## src/rtl/pipeline_hazard_ctrl_if.sv

```systemverilog
// Control bundle between the hazard controller and the 5-stage datapath.
// The controller takes the master modport and the datapath takes the slave modport.
interface pipeline_hazard_ctrl_if #(
  parameter int CNT_W = 16
);
  logic [4:0]       ifid_rs;
  logic [4:0]       ifid_rt;
  logic             idex_memread;
  logic [4:0]       idex_rt;
  logic [4:0]       idex_rs;
  logic [4:0]       idex_rt_src;
  logic             exmem_regwrite;
  logic [4:0]       exmem_rd;
  logic             exmem_memacc;
  logic             exmem_pcsrc;
  logic             memwb_regwrite;
  logic [4:0]       memwb_rd;
  logic             mem_ready;

  logic             pc_en;
  logic             ifid_en;
  logic             idex_en;
  logic             exmem_en;
  logic             memwb_en;
  logic             ifid_flush;
  logic             idex_flush;
  logic             exmem_flush;
  logic [1:0]       fwd_a;
  logic [1:0]       fwd_b;
  logic             err_timeout;
  logic [CNT_W-1:0] stall_cnt;
  logic [CNT_W-1:0] flush_cnt;

  modport master (
    input  ifid_rs, ifid_rt, idex_memread, idex_rt, idex_rs, idex_rt_src,
           exmem_regwrite, exmem_rd, exmem_memacc, exmem_pcsrc,
           memwb_regwrite, memwb_rd, mem_ready,
    output pc_en, ifid_en, idex_en, exmem_en, memwb_en,
           ifid_flush, idex_flush, exmem_flush,
           fwd_a, fwd_b, err_timeout, stall_cnt, flush_cnt
  );

  modport slave (
    output ifid_rs, ifid_rt, idex_memread, idex_rt, idex_rs, idex_rt_src,
           exmem_regwrite, exmem_rd, exmem_memacc, exmem_pcsrc,
           memwb_regwrite, memwb_rd, mem_ready,
    input  pc_en, ifid_en, idex_en, exmem_en, memwb_en,
           ifid_flush, idex_flush, exmem_flush,
           fwd_a, fwd_b, err_timeout, stall_cnt, flush_cnt
  );
endinterface

```

## src/rtl/pipeline_hazard_ctrl.sv

```systemverilog
// Pipeline sequencing controller: stage enables/flushes, load-use bubbles,
// branch squashes, data-memory wait states with timeout, and ALU forwarding selects.
module pipeline_hazard_ctrl #(
  parameter int MEM_TIMEOUT = 16,
  parameter int CNT_W       = 16
) (
  input  logic                   clk,
  input  logic                   rst_n,
  pipeline_hazard_ctrl_if.master hz
);
  localparam logic [0:0] RUN      = 1'b0;
  localparam logic [0:0] MEM_WAIT = 1'b1;
  localparam int              WC_W    = $clog2(MEM_TIMEOUT + 1);
  // The wait counter includes the current cycle, so release happens when it would hit MEM_TIMEOUT.
  localparam logic [WC_W-1:0] WC_LAST = WC_W'(MEM_TIMEOUT - 1);

  logic [0:0]       state_q, state_d;
  logic [WC_W-1:0]  wait_cnt_q, wait_cnt_d;
  logic             err_q, err_d;
  logic [CNT_W-1:0] stall_cnt_q, stall_cnt_d;
  logic [CNT_W-1:0] flush_cnt_q, flush_cnt_d;

  logic       mem_stall;
  logic       load_use;
  logic       squash;
  logic       stall_inc;
  logic       flush_inc;
  logic [4:0] en_vec;     // {pc, ifid, idex, exmem, memwb}
  logic [2:0] flush_vec;  // {ifid, idex, exmem}

  assign load_use = hz.idex_memread && (hz.idex_rt != 5'd0) &&
                    ((hz.idex_rt == hz.ifid_rs) || (hz.idex_rt == hz.ifid_rt));
  assign squash   = hz.exmem_pcsrc;

  always_comb begin
    mem_stall  = 1'b0;
    state_d    = state_q;
    wait_cnt_d = wait_cnt_q;
    err_d      = err_q;
    if (state_q == RUN) begin
      if (hz.exmem_memacc && !hz.mem_ready) begin
        mem_stall  = 1'b1;
        state_d    = MEM_WAIT;
        wait_cnt_d = WC_W'(1);
      end
    end else begin
      if (!hz.mem_ready && (wait_cnt_q < WC_LAST)) begin
        mem_stall  = 1'b1;
        wait_cnt_d = wait_cnt_q + WC_W'(1);
      end else begin
        state_d    = RUN;
        wait_cnt_d = '0;
        if (!hz.mem_ready) err_d = 1'b1;
      end
    end
  end

  always_comb begin
    en_vec    = 5'b00000;
    flush_vec = 3'b000;
    stall_inc = 1'b0;
    flush_inc = 1'b0;
    if (!rst_n) begin
      en_vec    = 5'b00000;
    end else if (mem_stall) begin
      stall_inc = 1'b1;
    end else if (squash) begin
      en_vec    = 5'b11111;
      flush_vec = 3'b111;
      flush_inc = 1'b1;
    end else if (load_use) begin
      en_vec    = 5'b00111;
      flush_vec = 3'b010;
      stall_inc = 1'b1;
    end else begin
      en_vec    = 5'b11111;
    end
  end

  assign stall_cnt_d = (stall_inc && (stall_cnt_q != '1)) ? stall_cnt_q + CNT_W'(1) : stall_cnt_q;
  assign flush_cnt_d = (flush_inc && (flush_cnt_q != '1)) ? flush_cnt_q + CNT_W'(1) : flush_cnt_q;

  always_ff @(posedge clk or negedge rst_n) begin
    if (!rst_n) begin
      state_q     <= RUN;
      wait_cnt_q  <= '0;
      err_q       <= 1'b0;
      stall_cnt_q <= '0;
      flush_cnt_q <= '0;
    end else begin
      state_q     <= state_d;
      wait_cnt_q  <= wait_cnt_d;
      err_q       <= err_d;
      stall_cnt_q <= stall_cnt_d;
      flush_cnt_q <= flush_cnt_d;
    end
  end

  // Operand forwarding; EX/MEM has precedence and register 0 never forwards.
  logic [1:0][4:0] fwd_src;
  logic [1:0][1:0] fwd_sel;
  assign fwd_src[0] = hz.idex_rs;
  assign fwd_src[1] = hz.idex_rt_src;

  for (genvar gi = 0; gi < 2; gi++) begin : g_fwd
    logic ex_hit;
    logic wb_hit;
    assign ex_hit = hz.exmem_regwrite && (hz.exmem_rd != 5'd0) && (hz.exmem_rd == fwd_src[gi]);
    assign wb_hit = hz.memwb_regwrite && (hz.memwb_rd != 5'd0) && (hz.memwb_rd == fwd_src[gi]);
    assign fwd_sel[gi] = !rst_n ? 2'b00 : (ex_hit ? 2'b10 : (wb_hit ? 2'b01 : 2'b00));
  end

  assign {hz.pc_en, hz.ifid_en, hz.idex_en, hz.exmem_en, hz.memwb_en} = en_vec;
  assign {hz.ifid_flush, hz.idex_flush, hz.exmem_flush}               = flush_vec;
  assign hz.fwd_a       = fwd_sel[0];
  assign hz.fwd_b       = fwd_sel[1];
  assign hz.err_timeout = err_q;
  assign hz.stall_cnt   = stall_cnt_q;
  assign hz.flush_cnt   = flush_cnt_q;
endmodule

```

## src/flat_wrapper.sv

```systemverilog
// flat-port wrapper written by rule: the top's interface ports become plain ports
module pipeline_hazard_ctrl_flat 
#(
  parameter int MEM_TIMEOUT = 16,
  parameter int CNT_W       = 16
)
  (clk, rst_n, hz_ifid_rs, hz_ifid_rt, hz_idex_memread, hz_idex_rt, hz_idex_rs, hz_idex_rt_src, hz_exmem_regwrite, hz_exmem_rd, hz_exmem_memacc, hz_exmem_pcsrc, hz_memwb_regwrite, hz_memwb_rd, hz_mem_ready, hz_pc_en, hz_ifid_en, hz_idex_en, hz_exmem_en, hz_memwb_en, hz_ifid_flush, hz_idex_flush, hz_exmem_flush, hz_fwd_a, hz_fwd_b, hz_err_timeout, hz_stall_cnt, hz_flush_cnt);
  pipeline_hazard_ctrl_if #(.CNT_W(CNT_W)) hz_i ();
  input  logic clk;
  input  logic rst_n;
  input wire logic [$bits(hz_i.ifid_rs)-1:0] hz_ifid_rs;
  input wire logic [$bits(hz_i.ifid_rt)-1:0] hz_ifid_rt;
  input wire logic [$bits(hz_i.idex_memread)-1:0] hz_idex_memread;
  input wire logic [$bits(hz_i.idex_rt)-1:0] hz_idex_rt;
  input wire logic [$bits(hz_i.idex_rs)-1:0] hz_idex_rs;
  input wire logic [$bits(hz_i.idex_rt_src)-1:0] hz_idex_rt_src;
  input wire logic [$bits(hz_i.exmem_regwrite)-1:0] hz_exmem_regwrite;
  input wire logic [$bits(hz_i.exmem_rd)-1:0] hz_exmem_rd;
  input wire logic [$bits(hz_i.exmem_memacc)-1:0] hz_exmem_memacc;
  input wire logic [$bits(hz_i.exmem_pcsrc)-1:0] hz_exmem_pcsrc;
  input wire logic [$bits(hz_i.memwb_regwrite)-1:0] hz_memwb_regwrite;
  input wire logic [$bits(hz_i.memwb_rd)-1:0] hz_memwb_rd;
  input wire logic [$bits(hz_i.mem_ready)-1:0] hz_mem_ready;
  output wire logic [$bits(hz_i.pc_en)-1:0] hz_pc_en;
  output wire logic [$bits(hz_i.ifid_en)-1:0] hz_ifid_en;
  output wire logic [$bits(hz_i.idex_en)-1:0] hz_idex_en;
  output wire logic [$bits(hz_i.exmem_en)-1:0] hz_exmem_en;
  output wire logic [$bits(hz_i.memwb_en)-1:0] hz_memwb_en;
  output wire logic [$bits(hz_i.ifid_flush)-1:0] hz_ifid_flush;
  output wire logic [$bits(hz_i.idex_flush)-1:0] hz_idex_flush;
  output wire logic [$bits(hz_i.exmem_flush)-1:0] hz_exmem_flush;
  output wire logic [$bits(hz_i.fwd_a)-1:0] hz_fwd_a;
  output wire logic [$bits(hz_i.fwd_b)-1:0] hz_fwd_b;
  output wire logic [$bits(hz_i.err_timeout)-1:0] hz_err_timeout;
  output wire logic [$bits(hz_i.stall_cnt)-1:0] hz_stall_cnt;
  output wire logic [$bits(hz_i.flush_cnt)-1:0] hz_flush_cnt;
  assign hz_i.ifid_rs = hz_ifid_rs;
  assign hz_i.ifid_rt = hz_ifid_rt;
  assign hz_i.idex_memread = hz_idex_memread;
  assign hz_i.idex_rt = hz_idex_rt;
  assign hz_i.idex_rs = hz_idex_rs;
  assign hz_i.idex_rt_src = hz_idex_rt_src;
  assign hz_i.exmem_regwrite = hz_exmem_regwrite;
  assign hz_i.exmem_rd = hz_exmem_rd;
  assign hz_i.exmem_memacc = hz_exmem_memacc;
  assign hz_i.exmem_pcsrc = hz_exmem_pcsrc;
  assign hz_i.memwb_regwrite = hz_memwb_regwrite;
  assign hz_i.memwb_rd = hz_memwb_rd;
  assign hz_i.mem_ready = hz_mem_ready;
  assign hz_pc_en = hz_i.pc_en;
  assign hz_ifid_en = hz_i.ifid_en;
  assign hz_idex_en = hz_i.idex_en;
  assign hz_exmem_en = hz_i.exmem_en;
  assign hz_memwb_en = hz_i.memwb_en;
  assign hz_ifid_flush = hz_i.ifid_flush;
  assign hz_idex_flush = hz_i.idex_flush;
  assign hz_exmem_flush = hz_i.exmem_flush;
  assign hz_fwd_a = hz_i.fwd_a;
  assign hz_fwd_b = hz_i.fwd_b;
  assign hz_err_timeout = hz_i.err_timeout;
  assign hz_stall_cnt = hz_i.stall_cnt;
  assign hz_flush_cnt = hz_i.flush_cnt;
  pipeline_hazard_ctrl #(.MEM_TIMEOUT(MEM_TIMEOUT), .CNT_W(CNT_W)) u_core (.clk(clk), .rst_n(rst_n), .hz(hz_i));
endmodule
```

## config.mk

```make
export PLATFORM = sky130hd
export DESIGN_NAME = pipeline_hazard_ctrl_flat
export DESIGN_NICKNAME = d
export VERILOG_FILES = /design/src/rtl/pipeline_hazard_ctrl_if.sv /design/src/rtl/pipeline_hazard_ctrl.sv /design/src/flat_wrapper.sv
export SDC_FILE = /design/constraint.sdc
export NUM_CORES = 1
export LEC_CHECK = 0
export CORE_MARGIN = 2
export CORE_UTILIZATION = 40
export DETAILED_ROUTE_END_ITERATION = 7
export GPL_TIMING_DRIVEN = 0
export HOLD_SLACK_MARGIN = 0.03
export PLACE_DENSITY_LB_ADDON = 0.1
export SLEW_MARGIN = 20
export SYNTH_ARGS = -nofsm -noshare
export SYNTH_HDL_FRONTEND = slang
export SYNTH_SLANG_ARGS = --single-unit
```

## constraint.sdc

```tcl
create_clock -name clk -period 2.1 [get_ports clk]
set_input_delay 0.21 -clock clk [delete_from_list [all_inputs] [get_ports clk]]
set_output_delay 0.21 -clock clk [all_outputs]
set_load 0.005 [all_outputs]
```

==> metrics.log, run 1 <==
INFO  metric status = completed
INFO  metric worstMarginPinSlew = 0.686 ns
INFO  metric r2r-start = u_core.state_q
INFO  metric period_needed = 2.06 ns
INFO  metric cp_slowest_stage_delay = 0.41 ns
INFO  metric grt_max_degree = 26
INFO  metric core.rowCount = 27
INFO  metric max_cap_viol_count = 0
INFO  metric worst-setup-path-type = reg -> out
INFO  metric place.detailed.hpwl = between 4 and 5 mm
INFO  metric clockBufferDepth = 2
INFO  metric finalInstanceArea = 0.00364 mm2
INFO  metric capture_endpoint_of_the_worst_hold_path = u_core.wait_cnt_q[3]
INFO  metric synth_area_per_cell = 9.76 um2
INFO  metric hold-worst-slack = 0.431 ns
INFO  metric drive_above_1_share = 14.8%
INFO  metric firstDrtPassIters = 5
INFO  metric cts_root_buf = sky130_fd_sc_hd__clkbuf_8
INFO  metric synth.ff_latch_count = 39
INFO  metric die_width = around 81 um
INFO  metric worst_path_cell_chain = buf_4 -> nor3b_4 -> a211oi_4 -> and2_4 -> buf_4 -> buf_4 -> dlygate4sd2_1
INFO  metric grt.met1_usage = 27.7%
INFO  metric core = 0.00557 mm2
INFO  metric r2r_setup_slack = 0.10 ns
INFO  metric setup.worst_path.start_class = flop
INFO  metric gr-usage-all-layers = 19.9%
INFO  metric reg2reg_depth = 7
INFO  metric total_power = 2.46 mW
INFO  metric net_sw_share = a little over a quarter
INFO  metric clk_transition_reported_paths = about 0.080 ns
INFO  metric syn_area = 0.00234 mm2
INFO  metric endpoint_kind = primary output
INFO  metric grt_overflow_total = 0
INFO  metric totalWireLength = 6.22 mm
INFO  metric clock_latency = 0.29 ns
INFO  metric drt_drc_violations_left = 0
INFO  metric synth_top_cell_area_share = 41.7%
INFO  metric synthesis.nets = 286
INFO  metric postRouteAntennaNets = 0
INFO  metric filler_cell_count = 476
INFO  metric post_synth_inst_count = 240
INFO  metric post_dp_cell_area = 0.00332 mm2
INFO  metric power_density = 676 mW/mm2
INFO  metric critical-path-top-delay-family = buffers and inverters
INFO  metric wl_per_cell = 14.7 um
INFO  metric vdd_ir_drop_max = 587 uV
INFO  metric timing.final.ws_setup = 0.0409 ns
INFO  metric worstPathArrival = 1.85 ns
INFO  metric tritoncts = built
INFO  metric crit_slowest_cell = sky130_fd_sc_hd__dfrtp_1
INFO  metric grtUsageMet3 = ~3.7%
INFO  metric clock_sinks = 39
INFO  metric final_hold_viol_count = 0
INFO  metric maxClockFrequency = ~0.5 GHz
INFO  metric worstReg2RegEnd = u_core.hz.flush_cnt[13]
INFO  metric intPower = 1.80 mW
INFO  metric hp-class = in -> reg
INFO  metric timing.final.setup_violations = 0
INFO  metric synth.yosys.warnings = 0
INFO  metric worstPathRequired = ~1.9 ns
INFO  metric areaGrowthSynthToFinish = 55.6%
INFO  metric number_of_antenna_violations_at_the_first_check_in_global_routing = 0
INFO  metric switchingPower = 663 uW
INFO  metric grt_pass1_wl = 10.1 mm
INFO  metric synth_cell_types = 40
INFO  metric worst-path-max-fanout = 5
INFO  metric power.clock.fraction = 29.7%
INFO  metric initial_utilization = 42.0%
INFO  metric portion_of_the_post_synthesis_area_used_by_sequential_elements = 41.7%
INFO  metric critical_path_buffers_and_inverters = 4
INFO  metric power.sequential.fraction = about two fifths
INFO  metric globalplace.congestion = 0.819
INFO  metric dr.first_iter.drc_count = 48
INFO  metric cts_buffers = 5
INFO  metric comb_power_share = 29.7%
INFO  metric groute.layer.met2.usage = 31.6%
INFO  metric via_per_inst = between 5 and 6
INFO  metric die_area = 0.00648 mm2
INFO  metric synth_top_area_cell = sky130_fd_sc_hd__dfrtp_1
INFO  metric total_via_count_after_detailed_routing = around 2100
INFO  metric port_buffers = 87
INFO  metric finalCritPeriodShare = 98.1%
INFO  metric final_nets = 396
INFO  metric total_leakage_power = 1.59 nW
INFO  metric cp_common_cell = sky130_fd_sc_hd__buf_4
INFO  metric diodes = 0
INFO  metric top_cells_by_area_in_the_synthesized_netlist = sky130_fd_sc_hd__dfrtp_1 42%, sky130_fd_sc_hd__xnor2_1 16%, sky130_fd_sc_hd__xor2_1 5.2%
INFO  metric chipHeight = 80.5 um
INFO  metric ctsHtreeMaxLevel = 2
INFO  metric slew_violations = 0
INFO  metric whs_path_depth = 4
INFO  metric holdCritStartpoint = hz_mem_ready
INFO  metric timing.slew.headroom = 54.1%
INFO  metric grt_pass1_vias = 2038
INFO  metric fin_skew = 0.00940 ns
INFO  metric gr-max-usage-layer = met2
INFO  metric place_worst_setup_slack = -0.638 ns
INFO  metric i_o_pin_cnt = roughly 90
## Yosys cell counts
| library cell | instances |
|---|---|
| sky130_fd_sc_hd__nand2_1 | 19 |
| sky130_fd_sc_hd__buf_4 | 4 |
| sky130_fd_sc_hd__or4_1 | 3 |
| sky130_fd_sc_hd__a21oi_1 | 4 |
| sky130_fd_sc_hd__and2b_2 | 1 |
| sky130_fd_sc_hd__inv_1 | 5 |
| sky130_fd_sc_hd__o21bai_1 | 1 |
| sky130_fd_sc_hd__o21ai_2 | 1 |
| sky130_fd_sc_hd__nor2_1 | 15 |
| sky130_fd_sc_hd__or3_1 | 1 |
| sky130_fd_sc_hd__a21boi_0 | 1 |
| sky130_fd_sc_hd__nand3_2 | 1 |
| sky130_fd_sc_hd__nand2b_1 | 3 |
| sky130_fd_sc_hd__nor3b_1 | 2 |
| sky130_fd_sc_hd__dfrtp_1 | 39 |
| sky130_fd_sc_hd__a22o_1 | 1 |
| sky130_fd_sc_hd__o21ai_0 | 6 |
| sky130_fd_sc_hd__and4_1 | 3 |
| sky130_fd_sc_hd__mux2_4 | 1 |
| sky130_fd_sc_hd__o311a_2 | 1 |
| sky130_fd_sc_hd__o22ai_1 | 2 |
| sky130_fd_sc_hd__buf_6 | 1 |
| sky130_fd_sc_hd__or2_2 | 1 |
| sky130_fd_sc_hd__a211oi_4 | 1 |
| sky130_fd_sc_hd__ha_1 | 3 |
| sky130_fd_sc_hd__nor2b_1 | 1 |
| sky130_fd_sc_hd__a22o_4 | 1 |
| sky130_fd_sc_hd__and3_1 | 7 |
| sky130_fd_sc_hd__nand4_2 | 1 |
| sky130_fd_sc_hd__and2_1 | 4 |
| sky130_fd_sc_hd__nor3_1 | 8 |
| sky130_fd_sc_hd__mux2_2 | 2 |
| sky130_fd_sc_hd__o211ai_1 | 1 |
| sky130_fd_sc_hd__xor2_1 | 14 |
| sky130_fd_sc_hd__buf_2 | 1 |
| sky130_fd_sc_hd__xnor2_1 | 44 |
| sky130_fd_sc_hd__nand4_1 | 10 |
| sky130_fd_sc_hd__nand3_1 | 23 |
| sky130_fd_sc_hd__o21a_1 | 1 |
| sky130_fd_sc_hd__nor4_1 | 2 |
## metrics by stage
stage	std cells	utilization [%]	setup TNS, ns
4_1_cts	420	64.3	0
6_report	423	65.4	0
3_5_place_dp	400	59.5	-5.42
3_3_place_gp	399	59.3	-78.29
2_1_floorplan	240	-	0
5_1_grt	423	65.4	-0.00413
## sequential cells by signal, summed over array words and instances (netlist names)
name                   cells
u_core.hz.flush_cnt       16
u_core.hz.stall_cnt       16
u_core.wait_cnt_q          5
u_core.hz.err_timeout      1
u_core.state_q             1
## worst max path at each step
stage	start	to	slack, ns	depth (start not counted)
finish	u_core.state_q	hz_ifid_flush	0.04	7
detailed placement	hz_idex_rt[0]	hz_pc_en	-0.64	7
global route	u_core.state_q	hz_ifid_flush	-0.004	7
floorplan	u_core.hz.flush_cnt[0]	u_core.hz.flush_cnt[1]	0.28	6
CTS	hz_exmem_rd[4]	hz_fwd_a[1]	0.0009	6
global placement	rst_n	hz_pc_en	-1.86	6
## power by group through the flow
stage / Clock, mW / Combinational [mW] / Sequential [mW]
2_1_floorplan: 0 / 0.277 / 0.992
3_3_place_gp: 0 / 0.646 / 1.01
3_5_place_dp: 0 / 0.659 / 1.01
4_1_cts: 0.751 / 0.697 / 0.998
5_1_grt: 0.776 / 0.799 / 1.02
6_report: 0.733 / 0.732 / 1.00
## repair_timing
| action | CTS | global route |
|---|---|---|
| setup buffers | 10 | 3 |
| setup endpoints to repair | 12 | 8 |
| pin swaps | 8 | 9 |
| gates resized for setup | 37 | 13 |
| endpoints found under the hold margin | 14 | 0 |
| hold buffers | 2 | 0 |
## placed cells by master, fill, tap and decap left out, drive strengths merged, types with 7 or more instances in the layout
master	netlist	final
xor2	14	14
dlymetal6s2s	0	7
dlygate4sd2	0	14
dfrtp	39	39
xnor2	44	44
nand2	19	19
nand4	11	11
buf	6	22
nor3	8	8
and3	7	7
nor2	15	15
o21ai	7	7
clkdlybuf4s50	0	60
nand3	24	24
## final cells by class
class	count	area, um2	share of cell area [%]
Multi-Input combinational cell	190	1380	37.8
Clock inverter	2	60.1	1.65
Timing Repair Buffer	103	1000	27.5
Sequential cell	39	976	26.8
Inverter	5	18.8	0.515
Tap cell	72	90.1	2.47
Buffer	6	46.3	1.27
Clock buffer	6	72.6	1.99
## tightest hold or removal path: stages
cell and delay (ns):
sky130_fd_sc_hd__dlymetal6s2s_1 0.23, sky130_fd_sc_hd__nor3b_4 0.10, sky130_fd_sc_hd__nand2_1 0.07, sky130_fd_sc_hd__o21ai_0 0.07
## layer usage
metal  share of wire [%]  routed length, um
met1                  46               2860
met5                   0                  0
met4                0.82                 51
met2                  47               2900
met3                 6.5                407
## cell families (layout without fill, tap and decap cells)
| group | Yosys count | after routing | share of synthesized area (%) |
|---|---|---|---|
| simple gates | 105 | 105 | 23.9 |
| buf+inv | 11 | 122 | 2.78 |
| flops | 39 | 39 | 41.7 |
| fa+ha+maj | 3 | 3 | 1.60 |
| mux | 3 | 3 | 1.60 |
| compound gates | 21 | 21 | 6.78 |
| xor+xnor | 58 | 58 | 21.7 |
(Power assumes the default switching activity.)
==> run 2, diff against run 1 <==
CTS_CLUSTER_DIAMETER = 200   (was not set)
==> results of run 2 <==
Final layout, timing and power as in run 1 (identical DEF).
==> run 3, diff against run 2 <==
CTS_CLUSTER_SIZE = 12   (was not set)
TNS_END_PERCENT = 50   (was not set)
==> run 3 against run 2 <==
Against the previous run: core utilization fell by 1.1 points; largest cell class unchanged; critical path depth is the same; cell area shrank 1.7%; highest routed layer unchanged; clock power hardly changed; hold slack worse by 0.058 ns; clock-buffer cell count is the same; die area unchanged; via count shrank 0.56%; sequential share of layout area increased by 0.49 points; fmax rose by 2.8%; setup slack better by 0.056 ns.
==> metrics.log, run 3 (synthesis results as in run 1) <==
INFO  metric critical_path_buffers_and_inverters = 1 (was 4)
INFO  metric worstPathArrival = 2.17 ns (was 1.85 ns)
INFO  metric grt_setup_unrepaired = no
INFO  metric mostFrequentLayoutCells = 62 x sky130_fd_sc_hd__clkdlybuf4s50_1, 44 x sky130_fd_sc_hd__xnor2_1, 38 x sky130_fd_sc_hd__dfrtp_1 (was 60 x sky130_fd_sc_hd__clkdlybuf4s50_1, 44 x sky130_fd_sc_hd__xnor2_1, 39 x sky130_fd_sc_hd__dfrtp_1)
INFO  metric initial_utilization = 42.0% (unchanged)
INFO  metric gr-usage-all-layers = 19.2% (was 19.9%)
INFO  metric grt_max_degree = 26 (unchanged)
INFO  metric tritoncts = built (unchanged)
INFO  metric grt_overflow_total = 0 (unchanged)
INFO  metric max_cap_viol_count = 0 (unchanged)
INFO  metric critical-path-top-delay-family = simple AND/OR/NAND/NOR gates (was buffers and inverters)
INFO  metric worstMarginPinSlew = 0.685 ns (was 0.686 ns)
INFO  metric total_leakage_power = 1.54 nW (was 1.59 nW)
INFO  metric port_buffers = 87 (unchanged)
INFO  metric total_via_count_after_detailed_routing = 2126 (was 2138)
INFO  metric clockBufferDepth = 2 (unchanged)
INFO  metric timing.final.setup_violations = 0 (unchanged)
INFO  metric period_needed = 2.00 ns (was 2.06 ns)
INFO  metric via_per_inst = 5.07 (was 5.05)
INFO  metric grt.met1_usage = 27.1% (was 27.7%)
INFO  metric cts_buffers = 5 (unchanged)
INFO  metric gr-max-usage-layer = met2 (unchanged)
INFO  metric reg2reg_depth = 7 (unchanged)
INFO  metric hp-class = in -> reg (unchanged)
INFO  metric hold-worst-slack = 0.373 ns (was 0.431 ns)
INFO  metric ctsHtreeMaxLevel = 2 (unchanged)
INFO  metric final_nets = 392 (was 396)
INFO  metric die_width = 80.5 um (unchanged)
INFO  metric drive_above_1_share = 14.4% (was 14.8%)
INFO  metric timing.slew.headroom = 54.2% (was 54.1%)
INFO  metric endpoint_kind = flop (was primary output)
INFO  metric cp_slowest_stage_delay = 0.41 ns (about the same)
INFO  metric mostFrequentLayoutCell = sky130_fd_sc_hd__clkdlybuf4s50_1 (unchanged)
INFO  metric setup.worst_path.start_class = flop (unchanged)
INFO  metric i_o_pin_cnt = 88 (unchanged)
INFO  metric worst-path-max-fanout = 5 (unchanged)
INFO  metric worstPathRequired = 2.27 ns (was 1.89 ns)
INFO  metric setup_tns = 0 ns (unchanged)
INFO  metric groute.layer.met2.usage = 30.4% (was 31.6%)
INFO  metric finish.cell_count_without_fillers = 419 (was 423)
INFO  metric grtUsageMet3 = 3.48% (was 3.71%)
INFO  metric number_of_antenna_violations_at_the_first_check_in_global_routing = 0 (unchanged)
INFO  metric dr.first_iter.drc_count = 80 (was 48)
INFO  metric finalCritPeriodShare = 95.4% (was 98.1%)
INFO  metric totalWireLength = 6.09 mm (was 6.22 mm)
INFO  metric worst_path_cell_chain = nor3b_4 -> a211oi_4 -> buf_4 -> o311a_2 -> nand3_2 -> or3_1 -> xnor2_1 (was buf_4 -> nor3b_4 -> a211oi_4 -> and2_4 -> buf_4 -> buf_4 -> dlygate4sd2_1)
INFO  metric wl_per_cell = 14.5 um (was 14.7 um)
INFO  metric place.detailed.hpwl = 4.51 mm (unchanged)
INFO  metric postRouteAntennaNets = 0 (unchanged)
INFO  metric clock_latency = 0.29 ns (about the same)
INFO  metric slew_violations = 0 (unchanged)
INFO  metric power_density = 674 mW/mm2 (was 676 mW/mm2)
INFO  metric globalplace.congestion = 0.819 (unchanged)
INFO  metric grt_pass1_vias = 1983 (was 2038)
INFO  metric cp.depth = 7 (unchanged)
INFO  metric core = 0.00557 mm2 (unchanged)
INFO  metric maxClockFrequency = 0.499 GHz (was 0.486 GHz)
INFO  metric core.rowCount = 27 (unchanged)
INFO  metric die_area = 0.00648 mm2 (unchanged)
INFO  metric status = completed (unchanged)
INFO  metric chipHeight = 80.5 um (unchanged)
INFO  metric areaGrowthSynthToFinish = 52.9% (was 55.6%)
INFO  metric cts_root_buf = sky130_fd_sc_hd__clkbuf_8 (unchanged)
INFO  metric diodes = 0 (unchanged)
INFO  metric firstDrtPassIters = 4 (was 5)
INFO  metric filler_cell_count = 485 (was 476)
INFO  metric worst-setup-path-type = reg -> reg (was reg -> out)
INFO  metric grt_pass1_wl = 9.73 mm (was 10.1 mm)
INFO  metric drt_drc_violations_left = 0 (unchanged)
INFO  metric clock_sinks = 39 (unchanged)
INFO  metric final_hold_viol_count = 0 (unchanged)
INFO  metric placed_cells_incl_taps = 400 (unchanged)
INFO  metric crit_slowest_cell = sky130_fd_sc_hd__dfrtp_1 (unchanged)
INFO  metric clk_transition_reported_paths = 0.08 ns (about the same)
INFO  metric fin_skew = 0.00950 ns (was 0.00940 ns)
INFO  metric whs_path_depth = 4 (unchanged)
INFO  metric vdd_ir_drop_max = 585 uV (was 587 uV)
## run 3: through the flow
step / power, mW / setup WS, ns / area, um2 / utilization [%]
floorplan: 1.27 / 0.276 / 2340 / -
global placement: 1.66 / -1.86 / 3300 / 59.3
detailed placement: 1.67 / -0.638 / 3320 / 59.5
CTS: 2.43 / -0.147 / 3520 / 63.2
global route: 2.54 / 0.0105 / 3580 / 64.3
finish: 2.41 / 0.0969 / 3580 / 64.3
## run 3: final timing paths
path,startpoint,endpoint,slack [ns]
worst max-delay path,u_core.state_q,u_core.hz.flush_cnt[13],0.1
worst min-delay path,hz_mem_ready,u_core.wait_cnt_q[3],0.37
worst max register to register,u_core.state_q,u_core.hz.flush_cnt[13],0.1
worst min register to register,u_core.hz.err_timeout,u_core.hz.err_timeout,0.49
max in group asynchronous,rst_n,u_core.wait_cnt_q[0],0.98
min in group asynchronous,rst_n,u_core.hz.stall_cnt[2],0.61
## run 3: area by class of cell
| class | instances | area, um2 | area share (%) |
|---|---|---|---|
| plain buffers | 6 | 48.8 | 1.36 |
| clock buffers | 6 | 72.6 | 2.03 |
| clock inverters | 2 | 60.1 | 1.68 |
| inverters | 5 | 18.8 | 0.524 |
| multi-input cells | 190 | 1360 | 37.9 |
| flip-flops and latches | 39 | 977 | 27.3 |
| well taps | 72 | 90.1 | 2.51 |
| repair buffers | 99 | 958 | 26.8 |
## run 3: what timing repair did
action	in CTS	in global routing
gates cloned	0	0
pin swaps	7	5
resized for setup	37	10
setup endpoints to repair	12	7
endpoints found under the hold margin	14	0
hold buffers	2	0
buffers inserted	3	6
## run 3: worst min-delay path, cell delays in order
cell and delay, ns:
sky130_fd_sc_hd__dlymetal6s2s_1 0.18, sky130_fd_sc_hd__nor3b_4 0.09, sky130_fd_sc_hd__nand2_1 0.06, sky130_fd_sc_hd__o21ai_0 0.07
## run 3: layer usage
metal / wire, um / vias up / share of wire, %
li1: - / 1045 / -
met1: 2880 / 1011 / 47
met2: 2760 / 65 / 45
met3: 396 / 5 / 6.5
met4: 51 / 0 / 0.84
met5: 0 / - / 0
## run 3: where the power goes
group	leakage, nW	total (mW)	switching, mW	internal [mW]
clock	0.0654	0.733	0.258	0.475
sequential	0.518	1.00	0.146	0.858
combinational	0.956	0.678	0.242	0.436
==> variant 1: new RTL, config.mk and constraints of run 1 <==
Make the reset (`rst_n`) synchronous in one clocked block.
--- a/src/rtl/pipeline_hazard_ctrl.sv
+++ b/src/rtl/pipeline_hazard_ctrl.sv
@@ -80,7 +80,7 @@
   assign stall_cnt_d = (stall_inc && (stall_cnt_q != '1)) ? stall_cnt_q + CNT_W'(1) : stall_cnt_q;
   assign flush_cnt_d = (flush_inc && (flush_cnt_q != '1)) ? flush_cnt_q + CNT_W'(1) : flush_cnt_q;
 
-  always_ff @(posedge clk or negedge rst_n) begin
+  always_ff @(posedge clk) begin
     if (!rst_n) begin
       state_q     <= RUN;
       wait_cnt_q  <= '0;
Check against the original RTL: differs if rst_n is asserted again (counterexample within 4 cycles, from zero or initial values and one cycle with rst_n low); with rst_n held inactive, the same outputs for 10 cycles.
==> variant 1 against run 1 <==
  * Area after synthesis up 0.64%
  * Worst setup slack lost 0.012 ns
  * Sequential share of layout area shrank 5.1 points
  * Maximum frequency decreased by 0.57%
  * Routed wire length is 8.5% higher
  * Final area increased by 2.6%
  * Sequential cell count did not move
  * Largest cell class unchanged
Power is not compared: it rests on default switching activity, and its combinational part moved more than twofold at a synthesized area within 25%.
==> variant 1: results (changes against run 1) <==
DR WL met3 = 421 µm (+3.4%)
GR Util met1 = 26.20% (-1.5 points)
M2 GR Usage = 37.00% (+5.4 points)
Worst path slowest cell = or4_2
fillcell total = 483 (+1.5%)
global-route wire length before repair = 10840 µm (+7.8%)
Hold Slack = 0.4282 ns (-0.003111 ns)
dpl ws = -0.7661 ns (-0.1279 ns)
wire per inst = 14.61 µm (-0.69%)
Synth top cells by count = dfxtp_1 (39), nand3_1 (20), xnor2_1 (20), xor2_1 (20), nor2_1 (16)
routed wire length on met2 = 3222 µm (+11%)
Synth Net Count = 324 (+13%)
Distinct cells, synth = 49 (+23%)
RePlAce Congestion = 0.7994 (-2.4%)
CP top delay family = simple AND/OR/NAND/NOR gates
met3 Use GR = 3.667% (-0.041 points)
status = completed
hpwl dp = 4816 µm (+6.8%)
post-synthesis cell count = 278 (+16%)
ys flop type = dfxtp_1
Async SR Flop Fraction = 0% (-100 points)
vias per cell = 5.390 (+6.6%)
Clock Skews = 0.004631 ns (-0.004771 ns)
Largest stage delay, worst path = 0.65 ns (+0.24 ns)
sequential element share of the synthesized area = 33.12% (-8.5 points)
Tmin final = 2.071 ns (+0.01175 ns)
## variant 1: power breakdown
group	internal, µW	switching, µW	total, µW
registers	746	11.5	757
clock network	232	265	497
logic	186	151	337
total	1160	427	1590
## variant 1: per-stage QoR
| step | util [%] | total power, µW |
|---|---|---|
| finish | 66.64 | 1591 |
| global route | 66.64 | 1667 |
| CTS | 64.35 | 1588 |
| detailed placement | 58.99 | 1061 |
| global placement | 58.99 | 1058 |
| floorplan | - | 900.8 |
## variant 1: worst paths after layout
check / to / depth (start not counted)
worst min-delay path: u_core.state_q$_SDFF_PN0_ / 2
worst max register to register: u_core.hz.stall_cnt[14]$_SDFFE_PN0P_ / 8
worst max-delay path: u_core.hz.stall_cnt[14]$_SDFFE_PN0P_ / 8
worst min register to register: u_core.wait_cnt_q[4]$_SDFFE_PN0P_ / 2
## variant 1: timing repair
action,in CTS,in global routing
pin swaps,13,7
hold endpoints to repair,0,0
setup endpoints to repair,27,34
gates resized for setup,66,39
gates cloned,0,1
setup buffers,16,2
## variant 1: logic make-up (layout without fill, tap and decap cells)
logic type	count (synthesis)	in the layout	share of synthesized area, %
AND/OR/NAND/NOR	111	111	26.17
AO/OA/AOI/OAI	61	61	18.10
XOR/XNOR	40	40	14.86
flip-flops	39	39	33.12
buffers and inverters	23	135	5.732
adder cells (fa/ha/maj)	3	3	1.593
multiplexers	1	1	0.4246
## variant 1: layout make-up
cell class / count / area share, %
timing repair buffer: 104 / 26.18
clock inverter: 2 / 0.3348
multi-input combinational: 216 / 43.49
inverter: 9 / 0.9039
buffer: 14 / 3.080
clock buffer: 6 / 1.942
tap: 72 / 2.410
sequential: 39 / 21.66
==> variant 2: new RTL, flow settings as in run 1 <==
Made on the original files. `MEM_TIMEOUT` is set to 16 in 2 places; all go to 32.
--- a/src/rtl/pipeline_hazard_ctrl.sv
+++ b/src/rtl/pipeline_hazard_ctrl.sv
@@ -1,7 +1,7 @@
 // Pipeline sequencing controller: stage enables/flushes, load-use bubbles,
 // branch squashes, data-memory wait states with timeout, and ALU forwarding selects.
 module pipeline_hazard_ctrl #(
-  parameter int MEM_TIMEOUT = 16,
+  parameter int MEM_TIMEOUT = 32,
   parameter int CNT_W       = 16
 ) (
   input  logic                   clk,
--- a/src/flat_wrapper.sv
+++ b/src/flat_wrapper.sv
@@ -1,7 +1,7 @@
 // flat-port wrapper written by rule: the top's interface ports become plain ports
 module pipeline_hazard_ctrl_flat 
 #(
-  parameter int MEM_TIMEOUT = 16,
+  parameter int MEM_TIMEOUT = 32,
   parameter int CNT_W       = 16
 )
   (clk, rst_n, hz_ifid_rs, hz_ifid_rt, hz_idex_memread, hz_idex_rt, hz_idex_rs, hz_idex_rt_src, hz_exmem_regwrite, hz_exmem_rd, hz_exmem_memacc, hz_exmem_pcsrc, hz_memwb_regwrite, hz_memwb_rd, hz_mem_ready, hz_pc_en, hz_ifid_en, hz_idex_en, hz_exmem_en, hz_memwb_en, hz_ifid_flush, hz_idex_flush, hz_exmem_flush, hz_fwd_a, hz_fwd_b, hz_err_timeout, hz_stall_cnt, hz_flush_cnt);
Behaviour: same outputs for any inputs over 10 cycles, from zero or initial values and one cycle with rst_n low; that may be too few to reach the edited logic, so the function may still have changed.
==> variant 2 against run 1 <==
  * Core utilization decreased by 2.5 points
  * Final area rose by 1.0%
  * Sequential cell count is 1 higher
  * Total power decreased by 6.1%
  * Register-to-register slack worse by 0.06 ns
  * Routed wire length is 2.6% lower
  * Sequential power grew 4%
  * Global-route usage down 0.86 points
  * Critical endpoint is now u_core.hz.flush_cnt[11]$_DFFE_PN0P_
  * Area after synthesis grew 1.7%
  * Worst setup slack hardly changed
==> variant 2: results (changes against run 1) <==
Synth top cells by count = dfrtp_1 (40), xor2_1 (31), xnor2_1 (27), nand2_1 (24), nand3_1 (15)
sequential element share of the synthesized area = 42.02% (+0.35 points)
Worst Hold End = u_core.hz.err_timeout$_DFFE_PN0P_
Hold Slack = 0.4917 ns (+0.06038 ns)
Critical Path AT = 2.24 ns (+0.39 ns)
Seq. pwr = 1040 µW (+4%)
dpl ws = -0.6049 ns (+0.03323 ns)
Routed WL = 6059 µm (-2.6%)
met3 Use GR = 4.778% (+1.1 points)
Worst-Margin Slew = 0.5939 ns (-0.09203 ns)
GRT Overall Usage = 18.99% (-0.86 points)
status = completed
initial DRC count = 75 (+56%)
RePlAce Congestion = 0.7557 (-7.8%)
largest net degree at the start of global routing = 30 (+15%)
post-synthesis cell count = 241 (+0.42%)
Hold Path Depth = 1 (-3)
XOR/XNOR Fraction of Synth Area = 21.32% (-0.36 points)
Internal Power = 1602 µW (-11%)
hpwl dp = 4259 µm (-5.6%)
Layout Nets = 400 (+1.0%)
M2 GR Usage = 33.47% (+1.9 points)
worst flop-to-flop path endpoint = u_core.hz.flush_cnt[11]$_DFFE_PN0P_
Clock Power = 552 µW (-25%)
Hold Crit Class = flop to flop
VDD IR max = 0.4971 mV (-15%)
Distinct cells, synth = 42 (+5.0%)
Clock Skews = 0.01174 ns (+0.002339 ns)
post-route non-filler standard cell count = 430 (+1.7%)
fillcell total = 511 (+7.4%)
R2R Setup Slk = 0.04 ns (-0.06 ns)
GR Util met1 = 22.73% (-4.9 points)
Synth Net Count = 287 (+0.35%)
share of cells above drive strength 1 = 18.03% (+3.2 points)
PostCTS Resize Cnt = 52 (+41%)
Tmin final = 2.059 ns (-0.0004110 ns)
synthesized-area fraction occupied by adder cells = 1.576% (-0.027 points)
reg2reg start = u_core.wait_cnt_q[1]$_DFFE_PN0P_
routed wire length on met2 = 2909 µm (+0.38%)
DR WL met3 = 408 µm (+0.25%)
min-delay src = u_core.hz.err_timeout$_DFFE_PN0P_
CP Max Fanout = 4 (-1)
portion of netlist area occupied by mux cells = 1.576% (-0.027 points)
Compound-Gate Fraction of Synth Area = 7.721% (+0.94 points)
[variant 2: logic make-up after synthesis]
logic type,after synthesis
XOR/XNOR,58
flip-flops,40
multiplexers,3
AND/OR/NAND/NOR,102
adder cells (fa/ha/maj),3
buffers and inverters,11
AO/OA/AOI/OAI,24
[variant 2: cell type report]
type | count | share of cell area (%)
Sequential cell | 40 | 27.20
Timing Repair Buffer | 108 | 27.68
Multi-Input combinational cell | 190 | 38.29
Clock inverter | 2 | 0.4080
Inverter | 3 | 0.3060
Tap cell | 75 | 2.550
Buffer | 6 | 1.326
Clock buffer | 6 | 2.244
[variant 2: critical path, stage by stage (launching register included)]
cell      delay [ns]
dfrtp_1         0.41
ha_4            0.17
a41oi_4         0.11
buf_6           0.16
a211oi_4        0.27
buf_6           0.15
o31a_1          0.13
buf_6           0.10
and3_4          0.19
nand4_1         0.12
xnor2_1         0.14
[variant 2: through the flow]
| stage | area (µm²) | total power (µW) |
|---|---|---|
| 2_1_floorplan | 2385 | 1310 |
| 3_3_place_gp | 3349 | 1709 |
| 3_5_place_dp | 3364 | 1720 |
| 4_1_cts | 3647 | 2329 |
| 5_1_grt | 3680 | 2445 |
| 6_report | 3680 | 2315 |
[variant 2: how the worst max path moves through the flow]
stage,from,to
finish,u_core.wait_cnt_q[1]$_DFFE_PN0P_,u_core.hz.flush_cnt[11]$_DFFE_PN0P_
global placement,rst_n,hz_fwd_b[0]
detailed placement,u_core.wait_cnt_q[0]$_DFFE_PN0P_,hz_pc_en
global route,u_core.wait_cnt_q[1]$_DFFE_PN0P_,u_core.hz.flush_cnt[11]$_DFFE_PN0P_
CTS,hz_exmem_rd[0],hz_fwd_a[1]
floorplan,u_core.wait_cnt_q[0]$_DFFE_PN0P_,hz_pc_en
